[src/rtl/seq_pkg.sv]
// Shared definitions for the LED/tone sequence player: state encoding,
// colour decode and default timing constants.
package seq_pkg;

   typedef enum logic [2:0] {
      S_IDLE   = 3'd0,
      S_FETCH  = 3'd1,
      S_LATCH  = 3'd2,
      S_ON     = 3'd3,
      S_GAP    = 3'd4,
      S_FINISH = 3'd5
   } state_t;

   localparam int ON_TICKS_DEF     = 8;
   localparam int GAP_TICKS_DEF    = 4;
   localparam int MIN_ON_TICKS_DEF = 2;
   localparam int LEN_MAX          = 32;

   // Colour code n lights lamp n.
   function automatic logic [3:0] colour_onehot(input logic [1:0] colour);
      return 4'b0001 << colour;
   endfunction

endpackage

[src/rtl/dwell_timer.sv]
// Saturating up-counter of TICK pulses. o_expired flags the TICK that makes
// the count reach i_target; the owner clears the count on every phase change.
module dwell_timer (
   input  logic       i_clk,
   input  logic       i_rst,
   input  logic       i_clear,
   input  logic       i_tick,
   input  logic [7:0] i_target,
   output logic       o_expired
);

   logic [7:0] r_count;
   logic       w_at_max;

   assign w_at_max  = (r_count == 8'hFF);
   assign o_expired = i_tick && !w_at_max && ((r_count + 8'd1) == i_target);

   // Count TICKs, holding at 255 instead of wrapping.
   always_ff @(posedge i_clk or posedge i_rst) begin
      if (i_rst)
         r_count <= 8'd0;
      else if (i_clear)
         r_count <= 8'd0;
      else if (i_tick && !w_at_max)
         r_count <= r_count + 8'd1;
   end

endmodule

[src/rtl/seq_player.sv]
// Plays a stored colour sequence on one-hot lamps with a matching tone.
// Each entry is fetched from a synchronous pattern memory, lit for an
// on-time, then followed by a dark gap.
// Build option: define SEQ_SPEEDUP_EN to shorten the on-time by one TICK for
// every four entries played, floored at MIN_ON_TICKS.
//
// state  | meaning
// IDLE   | waiting for START
// FETCH  | read address presented for current entry
// LATCH  | memory data captured as the lamp colour
// ON     | lamp and tone active, counting on-time TICKs
// GAP    | dark, counting gap TICKs
// FINISH | one-cycle DONE, then back to IDLE
module seq_player
   import seq_pkg::*;
#(
   parameter int ON_TICKS     = ON_TICKS_DEF,
   parameter int GAP_TICKS    = GAP_TICKS_DEF,
   parameter int MIN_ON_TICKS = MIN_ON_TICKS_DEF
) (
   input  logic       i_clk,
   input  logic       i_rst,
   input  logic       i_start,
   input  logic       i_abort,
   input  logic [5:0] i_len,
   input  logic       i_tick,
   output logic [4:0] o_rd_addr,
   input  logic [1:0] i_rd_data,
   output logic [3:0] o_led,
   output logic       o_tone_en,
   output logic [1:0] o_tone_sel,
   output logic       o_busy,
   output logic       o_done
);

   // Keeps the base on-time from ever sitting below the speed-up floor.
   localparam int ON_EFF = (ON_TICKS < MIN_ON_TICKS) ? MIN_ON_TICKS : ON_TICKS;

   state_t     r_state;
   logic [4:0] r_index;
   logic [5:0] r_len;
   logic [1:0] r_colour;
   logic [4:0] r_rd_addr;
   logic [3:0] r_led;
   logic       r_tone_en;
   logic       r_busy;
   logic       r_done;

   logic [5:0] w_len_clamped;
   logic       w_last;
   logic       w_clear;
   logic       w_expired;
   logic [7:0] w_target;
   logic [7:0] w_on_time;

   assign w_len_clamped = (i_len > 6'(LEN_MAX)) ? 6'(LEN_MAX) : i_len;
   assign w_last        = ({1'b0, r_index} == (r_len - 6'd1));

`ifdef SEQ_SPEEDUP_EN
   int w_on_int;

   // On-time shrinks by one TICK per group of four entries, down to the floor.
   always_comb begin
      w_on_int = ON_EFF - int'(r_index[4:2]);
      if (w_on_int < MIN_ON_TICKS)
         w_on_int = MIN_ON_TICKS;
      w_on_time = 8'(w_on_int);
   end
`else
   assign w_on_time = 8'(ON_EFF);
`endif

   // The timer only runs in ON and GAP and restarts at every phase boundary,
   // so TICKs in FETCH, LATCH and FINISH are never counted.
   assign w_clear  = !((r_state == S_ON) || (r_state == S_GAP)) || w_expired || i_abort;
   assign w_target = (r_state == S_GAP) ? 8'(GAP_TICKS) : w_on_time;

   dwell_timer u_dwell_timer (
      .i_clk     (i_clk),
      .i_rst     (i_rst),
      .i_clear   (w_clear),
      .i_tick    (i_tick),
      .i_target  (w_target),
      .o_expired (w_expired)
   );

   // Sequencer with registered lamp, tone and handshake outputs.
   always_ff @(posedge i_clk or posedge i_rst) begin
      if (i_rst) begin
         r_state   <= S_IDLE;
         r_index   <= 5'd0;
         r_len     <= 6'd0;
         r_colour  <= 2'd0;
         r_rd_addr <= 5'd0;
         r_led     <= 4'd0;
         r_tone_en <= 1'b0;
         r_busy    <= 1'b0;
         r_done    <= 1'b0;
      end else if (i_abort) begin
         r_state   <= S_IDLE;
         r_led     <= 4'd0;
         r_tone_en <= 1'b0;
         r_busy    <= 1'b0;
         r_done    <= 1'b0;
      end else begin
         case (r_state)
            S_IDLE: begin
               r_done <= 1'b0;
               if (i_start) begin
                  r_len     <= w_len_clamped;
                  r_index   <= 5'd0;
                  r_rd_addr <= 5'd0;
                  if (w_len_clamped == 6'd0) begin
                     r_state <= S_FINISH;
                     r_done  <= 1'b1;
                  end else begin
                     r_state <= S_FETCH;
                     r_busy  <= 1'b1;
                  end
               end
            end
            S_FETCH: begin
               r_state <= S_LATCH;
            end
            S_LATCH: begin
               r_colour  <= i_rd_data;
               r_led     <= colour_onehot(i_rd_data);
               r_tone_en <= 1'b1;
               r_state   <= S_ON;
            end
            S_ON: begin
               if (w_expired) begin
                  r_led     <= 4'd0;
                  r_tone_en <= 1'b0;
                  r_state   <= S_GAP;
               end
            end
            S_GAP: begin
               if (w_expired) begin
                  if (w_last) begin
                     r_busy  <= 1'b0;
                     r_done  <= 1'b1;
                     r_state <= S_FINISH;
                  end else begin
                     r_index   <= r_index + 5'd1;
                     r_rd_addr <= r_index + 5'd1;
                     r_state   <= S_FETCH;
                  end
               end
            end
            S_FINISH: begin
               r_done  <= 1'b0;
               r_state <= S_IDLE;
            end
            default: begin
               r_state <= S_IDLE;
            end
         endcase
      end
   end

   assign o_rd_addr  = r_rd_addr;
   assign o_led      = r_led;
   assign o_tone_en  = r_tone_en;
   assign o_tone_sel = r_colour;
   assign o_busy     = r_busy;
   assign o_done     = r_done;

endmodule

[config.mk]
export PLATFORM = sky130hd
export DESIGN_NAME = seq_player
export DESIGN_NICKNAME = d
export VERILOG_FILES = /design/src/rtl/seq_pkg.sv /design/src/rtl/dwell_timer.sv /design/src/rtl/seq_player.sv
export SDC_FILE = /design/constraint.sdc
export NUM_CORES = 1
export LEC_CHECK = 0
export ABC_AREA = 1
export CORE_MARGIN = 1
export CORE_UTILIZATION = 45
export CTS_CLUSTER_DIAMETER = 200
export CTS_CLUSTER_SIZE = 24
export DETAILED_ROUTE_END_ITERATION = 7
export PLACE_DENSITY = 0.76
export SLEW_MARGIN = 10
export SYNTH_ARGS = -nofsm -noshare
export SYNTH_HDL_FRONTEND = slang
export SYNTH_SLANG_ARGS = --single-unit
[constraint.sdc]
create_clock -name i_clk -period 2.89 [get_ports i_clk]
set_clock_uncertainty 0.2 [all_clocks]
set_input_delay 0.578 -clock i_clk [delete_from_list [all_inputs] [get_ports i_clk]]
set_output_delay 0.578 -clock i_clk [all_outputs]
set_load 0.005 [all_outputs]
* Yosys cells after proc, flatten, opt, wreduce, memory -nomap -nowiden
Cells that the tools add are included.
W data, S select, Z words.
** Storage, ports and cells
- Bits in registers :: 31
- Output and inout bits :: 14
- Logic and storage cells :: 85
- Input port bits :: 13
** Operators by class
- Order comparisons :: 1
- Shift operators :: 1
- Mux-type cells :: 33
- Add/subtract/negate cells :: 3
- Bitwise logic cells :: 1
- Reductions and logical operators :: 21
- Equality and inequality tests :: 16
** Operator list (number)
- $mux W3 :: 6
- $mux W8 :: 2
- $mux W5 :: 3
- $ne A3 B3 Y1 const B :: 5
- $pmux W3 S5 :: 1
- $mux W1 :: 12
- $mux W4 :: 3
- $pmux W5 S2 :: 1
- $reduce_and A5 Y1 :: 2
- $reduce_and A3 Y1 :: 3
- $add A8 B1 Y8 const B :: 1
- $eq A8 B4 Y1 :: 1
- $eq A8 B8 Y1 const B :: 1
- $pmux W4 S2 :: 1
- $eq A3 B2 Y1 const B :: 2
- $eq A3 B3 Y1 const B :: 2
- $eq A5 B6 Y1 :: 1
- $gt A6 B6 Y1 const B :: 1
- $logic_not A6 Y1 :: 1
- $mux W6 :: 1
- $ne A2 B2 Y1 const B :: 3
- $reduce_bool A3 Y1 :: 2
- $sub A6 B1 Y6 const B :: 1
- $add A5 B1 Y5 const B :: 1
- 12 further kinds :: 19

* Depth between registers and ports, before layout
Gate-level depths: netlist (run 1).
- Word-level depth :: 7
- Depth in mapped cells :: 15
- Gate-level depth less buffers :: 15

* Modules after synthesis
Synthesis (run 1) repeated with hierarchy kept, for this count alone.
** Unflattened totals
- Cells, all modules :: 290
- Area, all modules :: 2060.7 um^2
** Modules (own cells, without submodules)
- seq_player :: area an instance 1431.4 um^2, cells an instance 195, seq. area each 575.6 um^2, instances 1
- dwell_timer :: area an instance 629.4 um^2, cells an instance 95, seq. area each 200.2 um^2, instances 1

* Least setup slack after synthesis (run 1)
No wires, ideal clock.
- Path type :: reg2reg
- Start point :: register u_dwell_timer.r_count[0]
- End point :: register r_done, in the netlist o_done
- Slack :: 1.033 ns
- Setup time :: 0.117 ns
- Data required time :: 2.573 ns
- Path buffers :: 0
- Arrival time :: 1.540 ns
- Period minus slack after synthesis :: 1.857 ns
- Cell stages (with the launch flop) :: 13
- Cells stage by stage :: dfrtp_1 ha_1 nand3_2 inv_2 nand2_2 nand2_1 nand3_1 nor2_2 nand3_4 nand2_2 nand3_1 nand2_1 nand2_1
** Between the ends
- Cells in the longest elaborated chain, start to end :: 6
- Elaborated cells on any way between the ends :: 8
- Classes of those cells :: 1 x add/sub; 3 x eq/ne; 4 x reduce/logical
** Ends and longest elaborated chain
- start: declaration :: line dwell_timer.sv:12 : logic [7:0] r_count;
- start signal: assignment :: line dwell_timer.sv:25 : r_count <= r_count + 8'd1;
- parallel branches: the longest is 3 deep, another holds $add A8 B1 Y8
- $logic_and A1 B1 Y1 (*) :: line dwell_timer.sv:16 : assign o_expired = i_tick && !w_at_max && ((r_count + 8'd1) == i_target);
- $ne A3 B3 Y1 (no line) (*)
- $reduce_and A3 Y1 (no line) (*)
- end signal: assignment :: line seq_player.sv:98 : r_done <= 1'b0;
- end signal: assignment :: line seq_player.sv:104 : r_done <= 1'b0;
- end signal: assignment :: line seq_player.sv:108 : r_done <= 1'b0;
- end: declaration :: line seq_player.sv:47 : logic r_done;
Mark *: on every way between the ends.
A chain may end at the register's enable or synchronous reset.

* Final worst setup path (run 1)
- Start point :: register u_dwell_timer.r_count[0]
- End point :: register r_busy, in the netlist o_busy
** Between the ends
- Cells in the longest elaborated chain, start to end :: 6
- Elaborated cells on any way between the ends :: 8
- Classes of those cells :: 1 x add/sub; 3 x eq/ne; 4 x reduce/logical
** Ends and longest elaborated chain
- parallel branches: the longest is 3 deep, another holds $add A8 B1 Y8
- $logic_and A1 B1 Y1 (*) :: line dwell_timer.sv:16
- $ne A3 B3 Y1 (no line) (*)
- $reduce_and A5 Y1 (no line) (*)
- end signal: assignment :: line seq_player.sv:97 : r_busy <= 1'b0;
- end signal: assignment :: line seq_player.sv:103 : r_busy <= 1'b0;
- end signal: assignment :: line seq_player.sv:118 : r_busy <= 1'b1;
- end: declaration :: line seq_player.sv:46 : logic r_busy;
Marks and branches as above.

==> flow_metrics.tcl, run 1 <==
set metrics [dict create \
    status "complete, no violations" \
    cts.sinks 31 \
    cp_max_fo 7 \
    rsz0062_at_grt "false" \
    grt_pass1_vias 1615 \
    grt_use_total_pct 20.75 \
    period_minus_slack_ps 2090 \
    finalHoldViolCount 0 \
    fp.dieH_um 68.24 \
    netlist_instances 276 \
    grt_pass1_wl_um 7086 \
    fmax_mhz 478.4 \
    timing.setup.tns_ps 0 \
    synth_area_leader_cell "dfrtp_1" \
    finalCritPeriodShare_pct 72.33 \
    leakage_nw 1.187 \
    crit_family "simple AND/OR/NAND/NOR gates" \
    synthFlopType "dfrtp_1" \
    seq_area_frac_synth_pct 39.29 \
    io_buffers 26 \
    hpwl_um 3157 \
    crit_top_cell "nand2_1" \
    area_growth_pct 22.24 \
    synthTopCellsByArea "dfrtp_1, nand2_1, nand3_1" \
    ctsHoldBuffers 0 \
    antenna_found_initial 0 \
    final_cell_mix "nand2_1, inv_1, nor2_1" \
    netlist_area_um2 1974 \
    post_drt_wl_per_cell_um 11.73 \
    clock_latency_ps 290 \
    synth_seq_cells 31 \
    slowest_stage "dfrtp_1" \
    clockBufferDepth 2 \
    yosysUniqueCellTypes 30 \
    slowest_delay_ps 420 \
    num_io_pins 27 \
    synth_edf_count 0 \
    drv_slew 0 \
    critPathBufInv 1 \
    wirelength_um 4210 \
    gp_congestion 0.9316 \
    p_per_area_nw_per_um2 726.3 \
    arrival_ps 2070 \
    worst-slew-pin-transition_ps 400.2 \
    layout_commonest_cell "nand2_1" \
    ys_warn_count 0 \
    netlist.area_leader.share_pct 39.29 \
    crit_chain "ha_1, nand3_2, inv_2, nand2_2, nand2_1, nand3_1, nor2_2, nand3_4, nand2_2, nand3_1, nand2_1, nand2_1" \
    cts_tree "done" \
    maxCapViolCount 0 \
    worstSetupEndpointType "flip-flop" \
    relSlewSlack_pct 73.32 \
    antenna_cells 0 \
    cts-root-buf "clkbuf_8" \
    viasPerCell 5.117 \
    grt_max_degree 32 \
    finalPower_mw 1.753 \
    final_nets 324 \
    cts-buffers-inserted 5 \
    overflow 0 \
    die-area_um2 4657 \
    start_util_pct 47.98 \
    peakVddDrop_mv 0.3867 \
    path_class "flip-flop to flip-flop" \
    die_w_um 68.24 \
    required_ps 2870 \
    ctsResizeCount 0 \
    num_rows 23 \
    drt_first_pass_iters 4 \
    startpoint_type "flip-flop" \
    postCtsSetupRepairBufs 0 \
    avgSynthCellArea_um2 7.154 \
    drt_iter0_markers 74 \
    synth.net_count 292 \
    drc_errors 0 \
    synthArstFlopShare_pct 100.0 \
    vias 1837 \
    drive_gt1_share_pct 10.03 \
    path_clk_slew_ps 70 \
    core_area_um2 4115 \
    drtAntennaViolNets 0 \
    htree_num_levels 2 \
    setup_viol_count_final 0 \
    hold_path_class "flip-flop to flip-flop" \
]
## area by class of cell
cell class | count | area, µm²
Multi-Input combinational cell | 203 | 1040
Timing Repair Buffer | 27 | 267.8
Sequential cell | 31 | 775.7
Inverter | 40 | 150.1
Fill cell | 402 | 1702
Clock inverter | 2 | 35.03
Tap cell | 50 | 62.56
Clock buffer | 6 | 82.58
## path summary, 6_finish.rpt
path	startpoint	to	slack, ps	cells past startpoint
worst max register to register	u_dwell_timer.r_count[0]	o_busy	800	12
worst max-delay path	u_dwell_timer.r_count[0]	o_busy	800	12
max in group asynchronous	i_rst	r_len[0]	1710	3
min in group asynchronous	i_rst	o_rd_addr[0]	470	3
worst min-delay path	o_led[3]	o_led[3]	270	2
worst min register to register	o_led[3]	o_led[3]	270	2
## flip-flops by register name (all words and copies together) (netlist names)
register and flops:
r_state 3, r_len 6, o_tone_sel 2, o_led 4
u_dwell_timer.r_count 8, o_tone_en 1, o_busy 1, o_rd_addr 5
o_done 1
## power by group
| group | switching [mW] | internal, mW |
|---|---|---|
| clock | 0.165 | 0.279 |
| sequential | 0.0821 | 0.526 |
| combinational | 0.420 | 0.280 |
| total | 0.668 | 1.09 |
## through the flow
stage / hold slack (ps) / instance area [µm²] / worst slack [ps] / util (%) / std cells
6_report: 270.2 / 2414 / 799.8 / 58.65 / 359
5_1_grt: 304.3 / 2414 / 590.7 / 58.65 / 359
4_1_cts: 275.5 / 2414 / 781.4 / 58.65 / 359
3_5_place_dp: 259.9 / 2296 / 568.2 / 55.79 / 351
3_3_place_gp: 259.5 / 2296 / 646.4 / 55.79 / 351
2_1_floorplan: 264.3 / 1974 / 1033 / - / 276
## synthesized netlist by cell type (2+ instances only)
library cell	n
nand4_1	9
ha_1	3
o21ai_0	5
nand2_4	4
o21ai_2	2
nor2_2	4
nand2_1	78
nand3_1	31
xnor2_1	2
inv_1	38
xor2_1	4
nor2_1	33
o21ai_1	2
nand3_4	2
inv_2	2
a21oi_1	8
nand2_2	5
dfrtp_1	31
o22ai_1	2
## per-layer routing
layer  part of all wire, %  GRT usage (%)
met5                     0              0
met4                   1.3          6.771
met3                   3.4          5.167
met2                    44          30.76
met1                    51          29.30
## tightest hold or removal path, stage by stage, from the launching register on
cell and delay, ps:
dfrtp_1 340, nand2_1 50, nand2_1 50
## logic make-up (layout without fill, tap and decap cells)
| logic type | after synthesis | after routing | share of synthesized area (%) |
|---|---|---|---|
| xor gates and xnor gates | 6 | 6 | 2.662 |
| buffers and inverters | 42 | 75 | 8.048 |
| DFF | 31 | 31 | 39.29 |
| adders and majority gates | 3 | 3 | 1.901 |
| and+or+nand+nor | 171 | 171 | 40.81 |
| AOI/OAI and AO/OA | 23 | 23 | 7.288 |
(Power assumes the default switching activity.)
==> inputs of run 2 (changes only) <==
- clock period: 2.89 -> 2.2 ns (I/O delays scaled with it)
==> run 2 against run 1 <==
  * Final cell count grew 1.9%
  * Global-route usage up 0.51 points
  * Sequential power grew 31%
  * Routed wire length rose by 3.4%
  * Worst hold slack lost 3.3 ps
==> flow_metrics.tcl, run 2 (synthesis results as in run 1) <==
set metrics [dict create \
    grt_max_degree 32 \
    drt_first_pass_iters 4 \
    final_nets 332 \
    rsz0062_at_grt "false" \
    hold_path_class "flip-flop to flip-flop" \
    num_rows 23 \
    grt_pass1_vias 1674 \
    drv_slew 0 \
    wirelength_um 4352 \
    overflow 0 \
    die-area_um2 4657 \
    path_class "flip-flop to flip-flop" \
    path_clk_slew_ps 70 \
    grt_pass1_wl_um 7348 \
    start_util_pct 47.98 \
    crit_family "simple AND/OR/NAND/NOR gates" \
    die_w_um 68.24 \
    setup_viol_count_final 0 \
    drt_iter0_markers 101 \
    finalCritPeriodShare_pct 91.37 \
    worstSetupEndpointType "flip-flop" \
    num_io_pins 27 \
    largest-register "u_dwell_timer.r_count" \
    cts-buffers-inserted 5 \
    clock_latency_ps 280 \
    largest_reg_flops 8 \
    critPathBufInv 2 \
    status "complete, no violations" \
    maxCapViolCount 0 \
    drive_gt1_share_pct 12.66 \
    grt_use_total_pct 21.26 \
    slowest_delay_ps 410 \
    crit_top_cell "nand3_1" \
    hpwl_um 3289 \
    startpoint_type "flip-flop" \
    timing.hold.ws_ps 266.9 \
    htree_num_levels 2 \
    drtAntennaViolNets 0 \
    io_buffers 26 \
    relSlewSlack_pct 73.08 \
    finalHoldViolCount 0 \
    final_cell_mix "nand2_1, inv_1, nor2_1" \
    finalPower_mw 2.185 \
    ctsHoldBuffers 0 \
    design_area_um2 2452 \
    period_minus_slack_ps 2010 \
    leakage_nw 1.207 \
    fmax_mhz 497.5 \
    placed_area_um2 2341 \
    worst-slew-pin-transition_ps 403.8 \
    cts-root-buf "clkbuf_8" \
    crit_chain "ha_2, nand3_2, inv_2, nand2_2, nand2_1, nand3_1, nor2_2, nand3_4, buf_4, nand3_1, o21ai_1" \
    viasPerCell 5.123 \
    antenna_found_initial 0 \
    clockBufferDepth 2 \
    area_growth_pct 24.21 \
    p_per_area_nw_per_um2 891.2 \
    peakVddDrop_mv 0.4629 \
    vias 1875 \
    cp_max_fo 5 \
    required_ps 2160 \
    cts_tree "done" \
    timing.setup.tns_ps 0 \
    fp.dieH_um 68.24 \
    cts.sinks 31 \
    arrival_ps 1970 \
    ff2ff_setup_slack_ps 190 \
    antenna_cells 0 \
    gp_congestion 0.9118 \
    slowest_stage "dfrtp_2" \
    post_drt_wl_per_cell_um 11.89 \
    drc_errors 0 \
    layout_commonest_cell "nand2_1" \
    core_area_um2 4115 \
]
-- run 2: per-stage QoR --
stage,cells,worst slack (ps),utilization [%]
after detailed placement,357,27.33,56.89
after CTS,364,90.14,59.01
final,366,189.9,59.59
after global placement,357,110.0,56.89
after floorplan,276,343.0,-
after global routing,366,14.27,59.59
-- run 2: power breakdown --
group / switching, mW / total (mW) / internal (mW)
logic: 0.552 / 0.941 / 0.390
clock network: 0.201 / 0.446 / 0.245
registers: 0.106 / 0.798 / 0.692
total: 0.859 / 2.19 / 1.33
-- run 2: repair_timing --
| item | in CTS | in global routing |
|---|---|---|
| setup buffers | 0 | 2 |
| resized for setup | 0 | 3 |
| endpoints found under the setup margin | 0 | 14 |
-- run 2: worst paths after layout --
kind                                                from                        to  depth (start not counted)
worst min-delay path                            o_led[3]                  o_led[3]                          2
min in group asynchronous                          i_rst                    o_busy                          3
worst max-delay path            u_dwell_timer.r_count[0]  u_dwell_timer.r_count[7]                         11
worst min register to register                  o_led[3]                  o_led[3]                          2
max in group asynchronous                          i_rst  u_dwell_timer.r_count[0]                          3
worst max register to register  u_dwell_timer.r_count[0]  u_dwell_timer.r_count[7]                         11
-- run 2: cell type report --
class                      instances  area (µm²)
inverter                          40       150.1
clock inverter                     1       5.005
tap                               50       62.56
sequential                        31       777.0
fill                             393        1663
clock buffer                       6       82.58
timing repair buffer              35       327.8
multi-input combinational        203        1047
-- run 2: per-layer routing --
| metal | share of wire, % | vias to the layer above | GRT usage, % |
|---|---|---|---|
| li1 | - | 962 | - |
| met1 | 50 | 876 | 28.78 |
| met2 | 44 | 33 | 32.48 |
| met3 | 4.1 | 4 | 5.500 |
| met4 | 1.2 | 0 | 7.552 |
| met5 | 0 | - | 0 |
-- run 2: tightest hold or removal path, stage by stage (launching register included) --
cell     delay, ps
dfrtp_1        340
nand2_1         50
nand2_1         50
